$ cat src/rtl/ext_irq_conditioner.sv
// External interrupt conditioner: per-line synchronise, RTC-tick debounce,
// and level or latched rising-edge presentation to the SoC, with a clear port.
module ext_irq_conditioner #(
  parameter int NumIrq        = 4,
  parameter int SyncStages    = 2,
  parameter int DebounceTicks = 3,
  localparam int CntWidth     = $clog2(DebounceTicks + 1)
) (
  input  logic              clk_i,
  input  logic              rst_i,
  input  logic              rtc_i,
  input  logic [NumIrq-1:0] irq_i,
  input  logic [NumIrq-1:0] enable_i,
  input  logic [NumIrq-1:0] edge_mode_i,
  input  logic              clear_valid_i,
  input  logic [NumIrq-1:0] clear_mask_i,
  output logic              clear_ready_o,
  output logic [NumIrq-1:0] irq_o,
  output logic [NumIrq-1:0] pending_o
);

  localparam logic [CntWidth-1:0] CntMax = CntWidth'(DebounceTicks - 1);

  logic [SyncStages-1:0]             rtc_sync_r;
  logic                              rtc_q_r;
  logic [NumIrq-1:0][SyncStages-1:0] irq_sync_r;
  logic [CntWidth-1:0]               cnt_r [NumIrq];
  logic [NumIrq-1:0]                 stable_r;
  logic [NumIrq-1:0]                 rise_r;
  logic [NumIrq-1:0]                 pending_r;
  logic [NumIrq-1:0]                 irq_r;
  logic                              init_r;
  logic                              ready_r;

  logic                              tick_s;
  logic [NumIrq-1:0]                 irq_s;
  logic [NumIrq-1:0]                 clr_s;
  logic [NumIrq-1:0]                 pending_next_s;
  logic [NumIrq-1:0]                 irq_next_s;

  // Input synchronisers and the RTC edge reference register.
  always_ff @(posedge clk_i) begin
    if (rst_i) begin
      rtc_sync_r <= '0;
      rtc_q_r    <= 1'b0;
      irq_sync_r <= '0;
    end else begin
      rtc_sync_r <= {rtc_sync_r[SyncStages-2:0], rtc_i};
      rtc_q_r    <= rtc_sync_r[SyncStages-1];
      for (int k = 0; k < NumIrq; k++) begin
        irq_sync_r[k] <= {irq_sync_r[k][SyncStages-2:0], irq_i[k]};
      end
    end
  end

  // Tick, synchronised lines, and next-state for pending/irq outputs.
  always_comb begin
    tick_s = rtc_sync_r[SyncStages-1] & ~rtc_q_r;
    for (int k = 0; k < NumIrq; k++) begin
      irq_s[k] = irq_sync_r[k][SyncStages-1];
    end
    clr_s          = {NumIrq{clear_valid_i & ready_r}} & clear_mask_i;
    // A rise in the same cycle as a clear re-sets the bit, so no edge is lost.
    pending_next_s = edge_mode_i & (rise_r | (pending_r & ~clr_s));
    irq_next_s     = enable_i & ((edge_mode_i & pending_r) | (~edge_mode_i & stable_r));
  end

  // Debounce: a differing value must persist across DebounceTicks ticks.
  always_ff @(posedge clk_i) begin
    if (rst_i) begin
      stable_r <= '0;
      rise_r   <= '0;
      for (int k = 0; k < NumIrq; k++) begin
        cnt_r[k] <= '0;
      end
    end else begin
      for (int k = 0; k < NumIrq; k++) begin
        if (irq_s[k] == stable_r[k]) begin
          cnt_r[k]  <= '0;
          rise_r[k] <= 1'b0;
        end else if (tick_s && (cnt_r[k] == CntMax)) begin
          stable_r[k] <= irq_s[k];
          cnt_r[k]    <= '0;
          rise_r[k]   <= irq_s[k];
        end else if (tick_s) begin
          cnt_r[k]  <= cnt_r[k] + CntWidth'(1);
          rise_r[k] <= 1'b0;
        end else begin
          rise_r[k] <= 1'b0;
        end
      end
    end
  end

  // Pending bits, conditioned outputs and the clear-port ready.
  always_ff @(posedge clk_i) begin
    if (rst_i) begin
      pending_r <= '0;
      irq_r     <= '0;
      init_r    <= 1'b0;
      ready_r   <= 1'b0;
    end else begin
      pending_r <= pending_next_s;
      irq_r     <= irq_next_s;
      init_r    <= 1'b1;
      ready_r   <= init_r;
    end
  end

  assign irq_o         = irq_r;
  assign pending_o     = pending_r;
  assign clear_ready_o = ready_r;

endmodule

$ cat config.mk
export PLATFORM = sky130hd
export DESIGN_NAME = ext_irq_conditioner
export DESIGN_NICKNAME = d
export VERILOG_FILES = /design/src/rtl/ext_irq_conditioner.sv
export SDC_FILE = /design/constraint.sdc
export NUM_CORES = 1
export LEC_CHECK = 0
export CAP_MARGIN = 20
export CELL_PAD_IN_SITES_DETAIL_PLACEMENT = 0
export CELL_PAD_IN_SITES_GLOBAL_PLACEMENT = 1
export CORE_MARGIN = 2
export CORE_UTILIZATION = 47
export DETAILED_ROUTE_END_ITERATION = 8
export DONT_BUFFER_PORTS = 1
export PLACE_DENSITY = 0.74
export SLEW_MARGIN = 20
export SYNTH_ARGS = -nofsm -noshare
export SYNTH_HDL_FRONTEND = slang
export SYNTH_SLANG_ARGS = --single-unit
$ cat constraint.sdc
create_clock -name clk_i -period 1.7 [get_ports clk_i]
set_input_delay 0.34 -clock clk_i [delete_from_list [all_inputs] [get_ports clk_i]]
set_output_delay 0.34 -clock clk_i [all_outputs]
set_load 0.005 [all_outputs]
==> results of run 1 <==
==> registers in the layout (all words and copies together) (netlist names) <==
register,count
clear_ready_o,1
irq_o,4
rtc_sync_r,2
irq_sync_r,4
irq_s,4
pending_o,4
stable_r,4
cnt_r,8
rise_r,4
init_r,1
rtc_q_r,1
==> worst max-delay path: cells and delay by family (launching register included) <==
family	cells	cell delay [ns]
flip-flops	1	0.43
AND/OR/NAND/NOR	2	0.69
==> metal layers <==
metal	wire length, microns	global-route usage	vias to the layer above
met5	0	0	-
met4	29	0.0877	0
met3	108	0.0725	2
met2	1120	0.222	20
met1	1040	0.169	407
li1	-	-	434
==> cell families after synthesis <==
group           share of synthesized area
compound gates                     0.0318
xor+xnor                           0.0247
fa+ha+maj                          0.0353
buf+inv                            0.0265
flops                               0.580
mux                                0.0601
simple gates                        0.242
==> synthesized netlist by cell type (8+ instances only) <==
master / n / area [sq um]
dfxtp_1: 29 / 581
edfxtp_1: 8 / 240
nand2b_1: 8 / 50.1
nor2b_1: 13 / 81.3
nor4_1: 8 / 50.1
==> worst paths after layout <==
| check | from | to | slack [ns] | cells after the start |
|---|---|---|---|---|
| worst max-delay path | rtc_sync_r[1] | cnt_r[0][0] | 0.40 | 2 |
| worst min-delay path | rst_i | rtc_q_r | 0.07 | 1 |
| worst max register to register | rtc_sync_r[1] | cnt_r[0][0] | 0.40 | 2 |
| worst min register to register | irq_sync_r[6] | irq_s[3] | 0.45 | 1 |
==> cell type report <==
cell class	instances	area (sq um)	share of cell area
sequential	37	821	0.550
tap	31	38.8	0.0260
multi-input combinational	74	558	0.374
clock buffer	7	55.1	0.0369
inverter	5	18.8	0.0126
==> power by group <==
part	total [mW]	switching [mW]	leakage (nW)	internal [mW]
Sequential	0.925	0.0118	0.333	0.913
Combinational	0.0421	0.0195	0.200	0.0226
Clock	0.450	0.255	0.0314	0.195
==> flow_metrics.env, run 1 <==
export IMPL_run_status="complete, but fails checks"
export IMPL_failed_checks="design-rule violations"
export IMPL_antenna_cells_inserted=0
export IMPL_syn_area_per_cell_sq_um=11.9
export IMPL_final_area_sq_mm=0.00149
export IMPL_core_rowCount=19
export IMPL_dr_total_vias=863
export IMPL_initial_cell_density_of_the_core=0.505
export IMPL_synth_top_flop_cell="dfxtp_1"
export IMPL_clock_latency_ns=0.33
export IMPL_clkSinkCount=37
export IMPL_achievable_clock_frequency_ghz=0.768
export IMPL_crit_slowest_cell="or3b_4"
export IMPL_place_area_sq_mm=0.00144
export IMPL_crit_chain="or3b_4 > nor4_1"
export IMPL_mostFrequentLayoutCell="dfxtp_1"
export IMPL_crit_path_arrival_time_ns=1.45
export IMPL_tritoncts_clock_tree="built"
export IMPL_grt_setup_unrepaired="no"
export IMPL_detail_route_first_pass_iterations=6
export IMPL_cells_after_synthesis=119
export IMPL_report_final_setup_viol=0
export IMPL_synth_seq_area_share=0.580
export IMPL_floorplan_die_width_microns=58.9
export IMPL_critPathLaunchType="flop"
export IMPL_fp_coreArea_sq_mm=0.00281
export IMPL_design_final_nets=147
export IMPL_power_density_mw_per_mm2=950
export IMPL_worst_endpoint_required_ns=1.84
export IMPL_postCtsHoldBufs=0
export IMPL_finalMaxSlewViolations=0
export IMPL_grt_antenna_before_repair=0
export IMPL_finish_cell_count_without_fillers=154
export IMPL_syn_num_nets=143
export IMPL_max_stage_delay_ns=0.49
export IMPL_cap_viol_max_count=0
export IMPL_cp_max_fo=12
export IMPL_clk_transition_reported_paths_ns=0.11
export IMPL_floorplan_io_pins=29
export IMPL_final_core_utilization=0.532
export IMPL_cts_max_path_buffers=2
export IMPL_final_cell_mix="dfxtp_1, nor2b_1, nor4_1, nand2b_1, edfxtp_1"
export IMPL_yosysWarningCount=0
export IMPL_clock_skew_final_ns=0.0107
export IMPL_globalplace_congestion=0.674
export IMPL_post_dp_hpwl_microns=1680
export IMPL_via_count_of_the_first_global_routing_pass=771
export IMPL_final_layout_size_suffix_gt1_frac=0.0894
export IMPL_final_period_utilization=0.766
export IMPL_async_reset_ff_frac=0
export IMPL_timing_final_crit_period_ns=1.30
export IMPL_post_synthesis_cell_type_count=21
export IMPL_leakagePower_nw=0.564
export IMPL_die_height_microns=58.9
export IMPL_worst_slew_margin_rel=0.785
export IMPL_synth_to_final_area_change_pct=5.30
export IMPL_criticalPathCategory="flop to flop"
export IMPL_worst_ir_drop_vdd_mv=0.530
export IMPL_cts_resized=0
export IMPL_power_total_mw=1.42
export IMPL_wirelength_microns=2310
export IMPL_final_hold_violation_count=0
export IMPL_yosys_register_bits=37
export IMPL_endpoint_kind="flop"
export IMPL_grt_pass1_wl_microns=3510
export IMPL_fin_worst_hold_slack_ns=0.0680
export IMPL_cts_buffers_inserted=5
export IMPL_grt_use_total=0.148
export IMPL_hold_wc_path_type="primary input to flop"
export IMPL_antenna_violating_nets_post_route=0
export IMPL_grt_max_degree=27
export IMPL_detailedPlace_worstSlack_ns=0.427
export IMPL_detail_route_wl_per_cell_microns=15.0
export IMPL_edff_count_synth=8
export IMPL_drt_iter0_markers=31
export IMPL_dp_cells=147
export IMPL_port_buffers=0
export IMPL_clockRootBuffer="clkbuf_4"
export IMPL_fin_ws_ns=0.397
export IMPL_die_area_sq_mm=0.00347
export IMPL_tightest_slew_ns=0.321
export IMPL_post_route_drc=2
export IMPL_netlist_area_before_placement_sq_mm=0.00142
export IMPL_detail_route_vias_per_cell=5.60
export IMPL_cts_repair_timing_setup_buffer_count=0
export IMPL_fillerInstances=261
export IMPL_total_number_of_h_tree_levels=2
export IMPL_tns_ns=0
export IMPL_globalRoute_totalOverflow=0
Note: power is estimated with default switching activity, not from simulation.
==> run 2: changes to the inputs <==
==> constraint.sdc (replaced) <==
create_clock -name clk_i -period 1.2 [get_ports clk_i]
set_input_delay 0.24 -clock clk_i [delete_from_list [all_inputs] [get_ports clk_i]]
set_output_delay 0.24 -clock clk_i [all_outputs]
set_load 0.005 [all_outputs]
==> run 2 against run 1 <==
The flow still finishes with violations (design-rule violations). Hold slack got worse by 0.036 ns. First-iteration DRC count is 61% lower. Flip-flop and latch count unchanged. Highest routed layer unchanged.
==> flow_metrics.env, run 2 (same netlist as run 1, synthesis figures left out) <==
export IMPL_via_count_of_the_first_global_routing_pass=871
export IMPL_cts_max_path_buffers=2
export IMPL_final_cell_mix="dfxtp_1, nor2b_1, nand2b_1, edfxtp_1, buf_4"
export IMPL_die_area_sq_mm=0.00347
export IMPL_tns_ns=0
export IMPL_grt_use_total=0.159
export IMPL_grt_max_degree=16
export IMPL_power_total_mw=2.00
export IMPL_worst_r2r_endpoint="cnt_r[0][1]"
export IMPL_endpoint_kind="flop"
export IMPL_synth_to_final_area_change_pct=12.5
export IMPL_initial_cell_density_of_the_core=0.505
export IMPL_final_hold_violation_count=0
export IMPL_hold_path_startpoint="irq_i[3]"
export IMPL_total_number_of_h_tree_levels=2
export IMPL_clockRootBuffer="clkbuf_4"
export IMPL_r2r_worst_path_cells=2
export IMPL_worst_slew_margin_rel=0.697
export IMPL_hold_wc_path_type="primary input to flop"
export IMPL_run_status="complete, but fails checks"
export IMPL_detail_route_vias_per_cell=5.67
export IMPL_achievable_clock_frequency_ghz=0.849
export IMPL_detail_route_first_pass_iterations=6
export IMPL_grt_antenna_before_repair=0
export IMPL_floorplan_die_width_microns=58.9
export IMPL_largest_register="cnt_r"
export IMPL_reg2reg_setup_slack_ns=0.02
export IMPL_leakagePower_nw=0.608
export IMPL_regToRegStartpoint="rtc_q_r"
export IMPL_max_stage_delay_ns=0.45
export IMPL_detail_route_wl_per_cell_microns=15.7
export IMPL_report_final_setup_viol=0
export IMPL_final_period_utilization=0.981
export IMPL_antenna_cells_inserted=0
export IMPL_post_dp_hpwl_microns=1720
export IMPL_crit_path_arrival_time_ns=1.33
export IMPL_failed_checks="design-rule violations"
export IMPL_globalRoute_totalOverflow=0
export IMPL_clk_transition_reported_paths_ns=0.10
export IMPL_worst_ir_drop_vdd_mv=0.939
export IMPL_globalplace_congestion=0.673
export IMPL_mostFrequentLayoutCell="dfxtp_1"
export IMPL_finalMaxSlewViolations=0
export IMPL_design_final_nets=155
export IMPL_tightest_slew_ns=0.452
export IMPL_post_route_drc=2
export IMPL_final_layout_size_suffix_gt1_frac=0.197
export IMPL_grt_setup_unrepaired="yes"
export IMPL_wirelength_microns=2570
export IMPL_crit_slowest_cell="or3b_4"
export IMPL_crit_chain="or3b_4 > nor4_1"
export IMPL_die_height_microns=58.9
export IMPL_criticalPathCategory="flop to flop"
export IMPL_grt_pass1_wl_microns=3860
export IMPL_min_delay_worst_endpoint="irq_sync_r[6]"
export IMPL_cts_buffers_inserted=5
export IMPL_power_density_mw_per_mm2=1260
export IMPL_critPathLaunchType="flop"
export IMPL_clkSinkCount=37
export IMPL_largest_register_ff_count=8
export IMPL_port_buffers=0
export IMPL_floorplan_io_pins=29
export IMPL_drt_iter0_markers=12
export IMPL_worst_endpoint_required_ns=1.35
export IMPL_core_rowCount=19
export IMPL_clock_latency_ns=0.33
export IMPL_cp_max_fo=7
export IMPL_cap_viol_max_count=0
export IMPL_fp_coreArea_sq_mm=0.00281
export IMPL_timing_final_crit_period_ns=1.18
export IMPL_dr_total_vias=925
export IMPL_hold_path_cell_count=1
export IMPL_clock_skew_final_ns=0.00310
export IMPL_tritoncts_clock_tree="built"
export IMPL_antenna_violating_nets_post_route=0
==> run 2: cell count changes in the layout (fill, tap and decap cells not counted), sizes merged <==
cell,delta
buf,+6
clkinv,+1
dlygate4sd3,+1
or3b,+1
==> run 2: worst max-delay path by stage <==
| stage | slack [ns] | to | start |
|---|---|---|---|
| after floorplan | 0.03 | cnt_r[0][0] | rtc_sync_r[1] |
| after global routing | -0.04 | cnt_r[1][1] | cnt_r[1][0] |
| after detailed placement | -0.008 | cnt_r[2][0] | rtc_q_r |
| after CTS | -0.01 | cnt_r[0][1] | rtc_sync_r[1] |
| final | 0.02 | cnt_r[0][1] | rtc_q_r |
| after global placement | 0.07 | cnt_r[2][0] | rtc_sync_r[1] |
==> run 2: routing by layer <==
metal,GRT usage,vias up,share of wire
met5,0,-,0
met4,0.0974,0,0.021
met3,0.0484,7,0.043
met2,0.265,19,0.52
met1,0.175,444,0.42
li1,-,455,-
==> run 2: power breakdown <==
part | switching [mW] | total, mW | internal, mW
Clock | 0.380 | 0.608 | 0.228
Sequential | 0.0163 | 1.31 | 1.29
Combinational | 0.0394 | 0.0802 | 0.0408
==> run 2: repair_timing <==
action | in CTS | in global routing
endpoints found under the setup margin | 3 | 15
hold endpoints to repair | 12 | 0
resized for setup | 1 | 7
pin swaps | 0 | 1
buffers inserted | 0 | 1
hold buffers | 1 | 0
gates cloned | 0 | 1
==> run 2: worst max-delay path, delay by kind of cell, from the launching register on <==
family,cells,cell delay (ns)
and+or+nand+nor,2,0.64
DFF,1,0.36
==> run 2: area by class of cell <==
cell class              instances  area, sq um
flip-flops and latches         37          823
clock buffers                   7         45.0
repair buffers                  7         55.1
inverters                       5         18.8
well taps                      31         38.8
fillers                       253         1210
clock inverters                 1         5.00
multi-input cells              75          607
==> run 2: through the flow <==
stage | area (sq um) | setup slack, ns | hold WS (ns) | instances | utilization
after floorplan | 1420 | 0.0264 | 0.368 | 119 | -
after global placement | 1480 | 0.0692 | 0.307 | 152 | 0.526
after detailed placement | 1480 | -0.00769 | 0.309 | 152 | 0.526
after CTS | 1540 | -0.0143 | 0.00747 | 161 | 0.550
after global routing | 1590 | -0.0440 | 0.00759 | 163 | 0.568
final | 1590 | 0.0224 | 0.0322 | 163 | 0.568
==> run 3: changes to the inputs <==
--- a/config.mk
+++ b/config.mk
@@ -12,6 +12,7 @@
 export CORE_UTILIZATION = 47
 export DETAILED_ROUTE_END_ITERATION = 8
 export DONT_BUFFER_PORTS = 1
+export GPL_TIMING_DRIVEN = 0
 export PLACE_DENSITY = 0.74
 export SLEW_MARGIN = 20
 export SYNTH_ARGS = -nofsm -noshare
==> run 3 against run 2 <==
Clock power shrank 1%. Clock-buffer cell count up 1. Design area rose by 2.3%. Register-to-register slack worse by 0.06 ns. The run ends with design-rule violations, negative setup slack left. Flip-flop and latch count is the same. Non-clock buffer count shrank 2. Wire length is 2.6% lower.
==> flow_metrics.env, run 3 (same netlist as run 1, synthesis figures left out) <==
export IMPL_run_status="complete, but fails checks"
export IMPL_failed_checks="design-rule violations, negative setup slack"
export IMPL_largest_register_ff_count=8
export IMPL_grt_pass1_wl_microns=3940
export IMPL_timing_final_crit_period_ns=1.23
export IMPL_drt_iter0_markers=18
export IMPL_power_share_clock=0.299
export IMPL_final_layout_size_suffix_gt1_frac=0.233
export IMPL_comb_power_share=0.047
export IMPL_grt_use_total=0.163
export IMPL_leakagePower_nw=0.599
export IMPL_initial_cell_density_of_the_core=0.505
export IMPL_final_period_utilization=1.03
export IMPL_worst_endpoint_required_ns=1.37
export IMPL_die_height_microns=58.9
export IMPL_seqCellArea_sq_um=830
export IMPL_critPathLaunchType="flop"
export IMPL_tritoncts_clock_tree="built"
export IMPL_globalRoute_totalOverflow=0
export IMPL_clockRootBuffer="clkbuf_4"
export IMPL_post_route_drc=2
export IMPL_cts_buffers_inserted=5
export IMPL_clk_transition_reported_paths_ns=0.10
export IMPL_cap_viol_max_count=0
export IMPL_detail_route_vias_per_cell=5.71
export IMPL_globalplace_congestion=0.677
export IMPL_detail_route_wl_per_cell_microns=15.6
export IMPL_crit_chain="or3b_4 > buf_12 > nor4_2"
export IMPL_place_area_sq_mm=0.00146
export IMPL_clkSinkCount=37
export IMPL_hold_wc_path_type="primary input to flop"
export IMPL_total_number_of_h_tree_levels=2
export IMPL_cts_max_path_buffers=2
export IMPL_critical_path_n_buffers_inverters=1
export IMPL_die_area_sq_mm=0.00347
export IMPL_antenna_cells_inserted=0
export IMPL_crit_slowest_cell="or3b_4"
export IMPL_wirelength_microns=2500
export IMPL_internal_power_mw=1.57
export IMPL_power_density_mw_per_mm2=1230
export IMPL_power_total_mw=2.01
export IMPL_grt_antenna_before_repair=0
export IMPL_power_switching_fraction=0.216
export IMPL_design_final_nets=152
export IMPL_achievable_clock_frequency_ghz=0.810
export IMPL_clock_skew_final_ns=0.0103
export IMPL_core_rowCount=19
export IMPL_fillerInstances=259
export IMPL_synth_to_final_area_change_pct=15.0
export IMPL_tightest_slew_ns=0.411
export IMPL_final_cell_mix="dfxtp_1, nor2b_1, nand2b_1, edfxtp_1"
export IMPL_worst_ir_drop_vdd_mv=0.887
export IMPL_clock_latency_ns=0.34
export IMPL_criticalPathCategory="flop to flop"
export IMPL_post_dp_hpwl_microns=1750
export IMPL_tns_ns=-0.140
export IMPL_final_area_sq_mm=0.00163
export IMPL_max_stage_delay_ns=0.41
export IMPL_final_hold_violation_count=0
export IMPL_floorplan_die_width_microns=58.9
export IMPL_via_count_of_the_first_global_routing_pass=885
export IMPL_antenna_violating_nets_post_route=0
export IMPL_port_buffers=0
export IMPL_power_switching_uw=433
export IMPL_fin_ws_ns=-0.0346
export IMPL_endpoint_kind="flop"
export IMPL_largest_register="cnt_r"
export IMPL_mostFrequentLayoutCell="dfxtp_1"
export IMPL_critical_path_top_delay_family="simple AND/OR/NAND/NOR gates"
export IMPL_grt_max_degree=11
export IMPL_crit_path_arrival_time_ns=1.40
export IMPL_grt_setup_unrepaired="yes"
export IMPL_combined_area_of_the_multi_input_logic_cells_sq_um=651
export IMPL_worst_slew_margin_rel=0.726
export IMPL_finalMaxSlewViolations=0
export IMPL_power_share_of_the_sequential_group=0.653
export IMPL_fp_coreArea_sq_mm=0.00281
export IMPL_detail_route_first_pass_iterations=6
export IMPL_report_final_setup_viol=6
export IMPL_postCtsHoldBufs=0
export IMPL_dr_total_vias=913
export IMPL_floorplan_io_pins=29
export IMPL_cp_max_fo=10
[run 3: what timing repair did]
item                       4_1_cts  5_1_grt
gates resized for setup          6       15
setup endpoints to repair        7       18
setup buffers                    2        0
[run 3: worst paths after layout]
check | start | slack [ns] | endpoint | cells past startpoint
max | rtc_sync_r[1] | -0.03 | cnt_r[0][0] | 3
min | irq_i[0] | 0.03 | irq_sync_r[0] | 1
max reg2reg | rtc_sync_r[1] | -0.03 | cnt_r[0][0] | 3
min reg2reg | irq_sync_r[2] | 0.44 | irq_s[1] | 1
[run 3: worst reg2reg max path, delay by kind of cell, from the launching register on]
family / cells / cell delay [ns]
AND/OR/NAND/NOR: 2 / 0.54
flip-flops: 1 / 0.37
buffers and inverters: 1 / 0.17
[run 3: area by class of cell]
| class | count | area share |
|---|---|---|
| Sequential cell | 37 | 0.509 |
| Timing Repair Buffer | 2 | 0.00922 |
| Multi-Input combinational cell | 74 | 0.399 |
| Tap cell | 31 | 0.0238 |
| Inverter | 5 | 0.0115 |
| Clock buffer | 8 | 0.0300 |
| Buffer | 3 | 0.0169 |
[run 3: layer usage]
| layer | wire length [microns] | share of wire | track usage | vias to the layer above |
|---|---|---|---|---|
| li1 | - | - | - | 444 |
| met2 | 1280 | 0.51 | 0.275 | 20 |
| met1 | 1030 | 0.41 | 0.175 | 443 |
| met3 | 152 | 0.061 | 0.0769 | 6 |
| met4 | 44 | 0.018 | 0.0682 | 0 |
| met5 | 0 | 0 | 0 | - |
[run 3: metrics by stage]
step                worst slack [ns]  hold slack, ns  std cells   util
detailed placement            -0.107           0.374        150  0.519
floorplan                     0.0264           0.368        119      -
CTS                          -0.0582          0.0153        160  0.553
finish                       -0.0346          0.0300        160  0.581
global placement             -0.0587           0.369        150  0.519
global route                  -0.106         0.00981        160  0.581
[run 3: power groups by stage]
stage               combinational [mW]  sequential [mW]  clock, mW
floorplan                       0.0588             1.33          0
global placement                0.0701             1.34          0
detailed placement              0.0725             1.34          0
CTS                             0.0826             1.31      0.622
global route                     0.105             1.31      0.684
finish                          0.0951             1.31      0.600
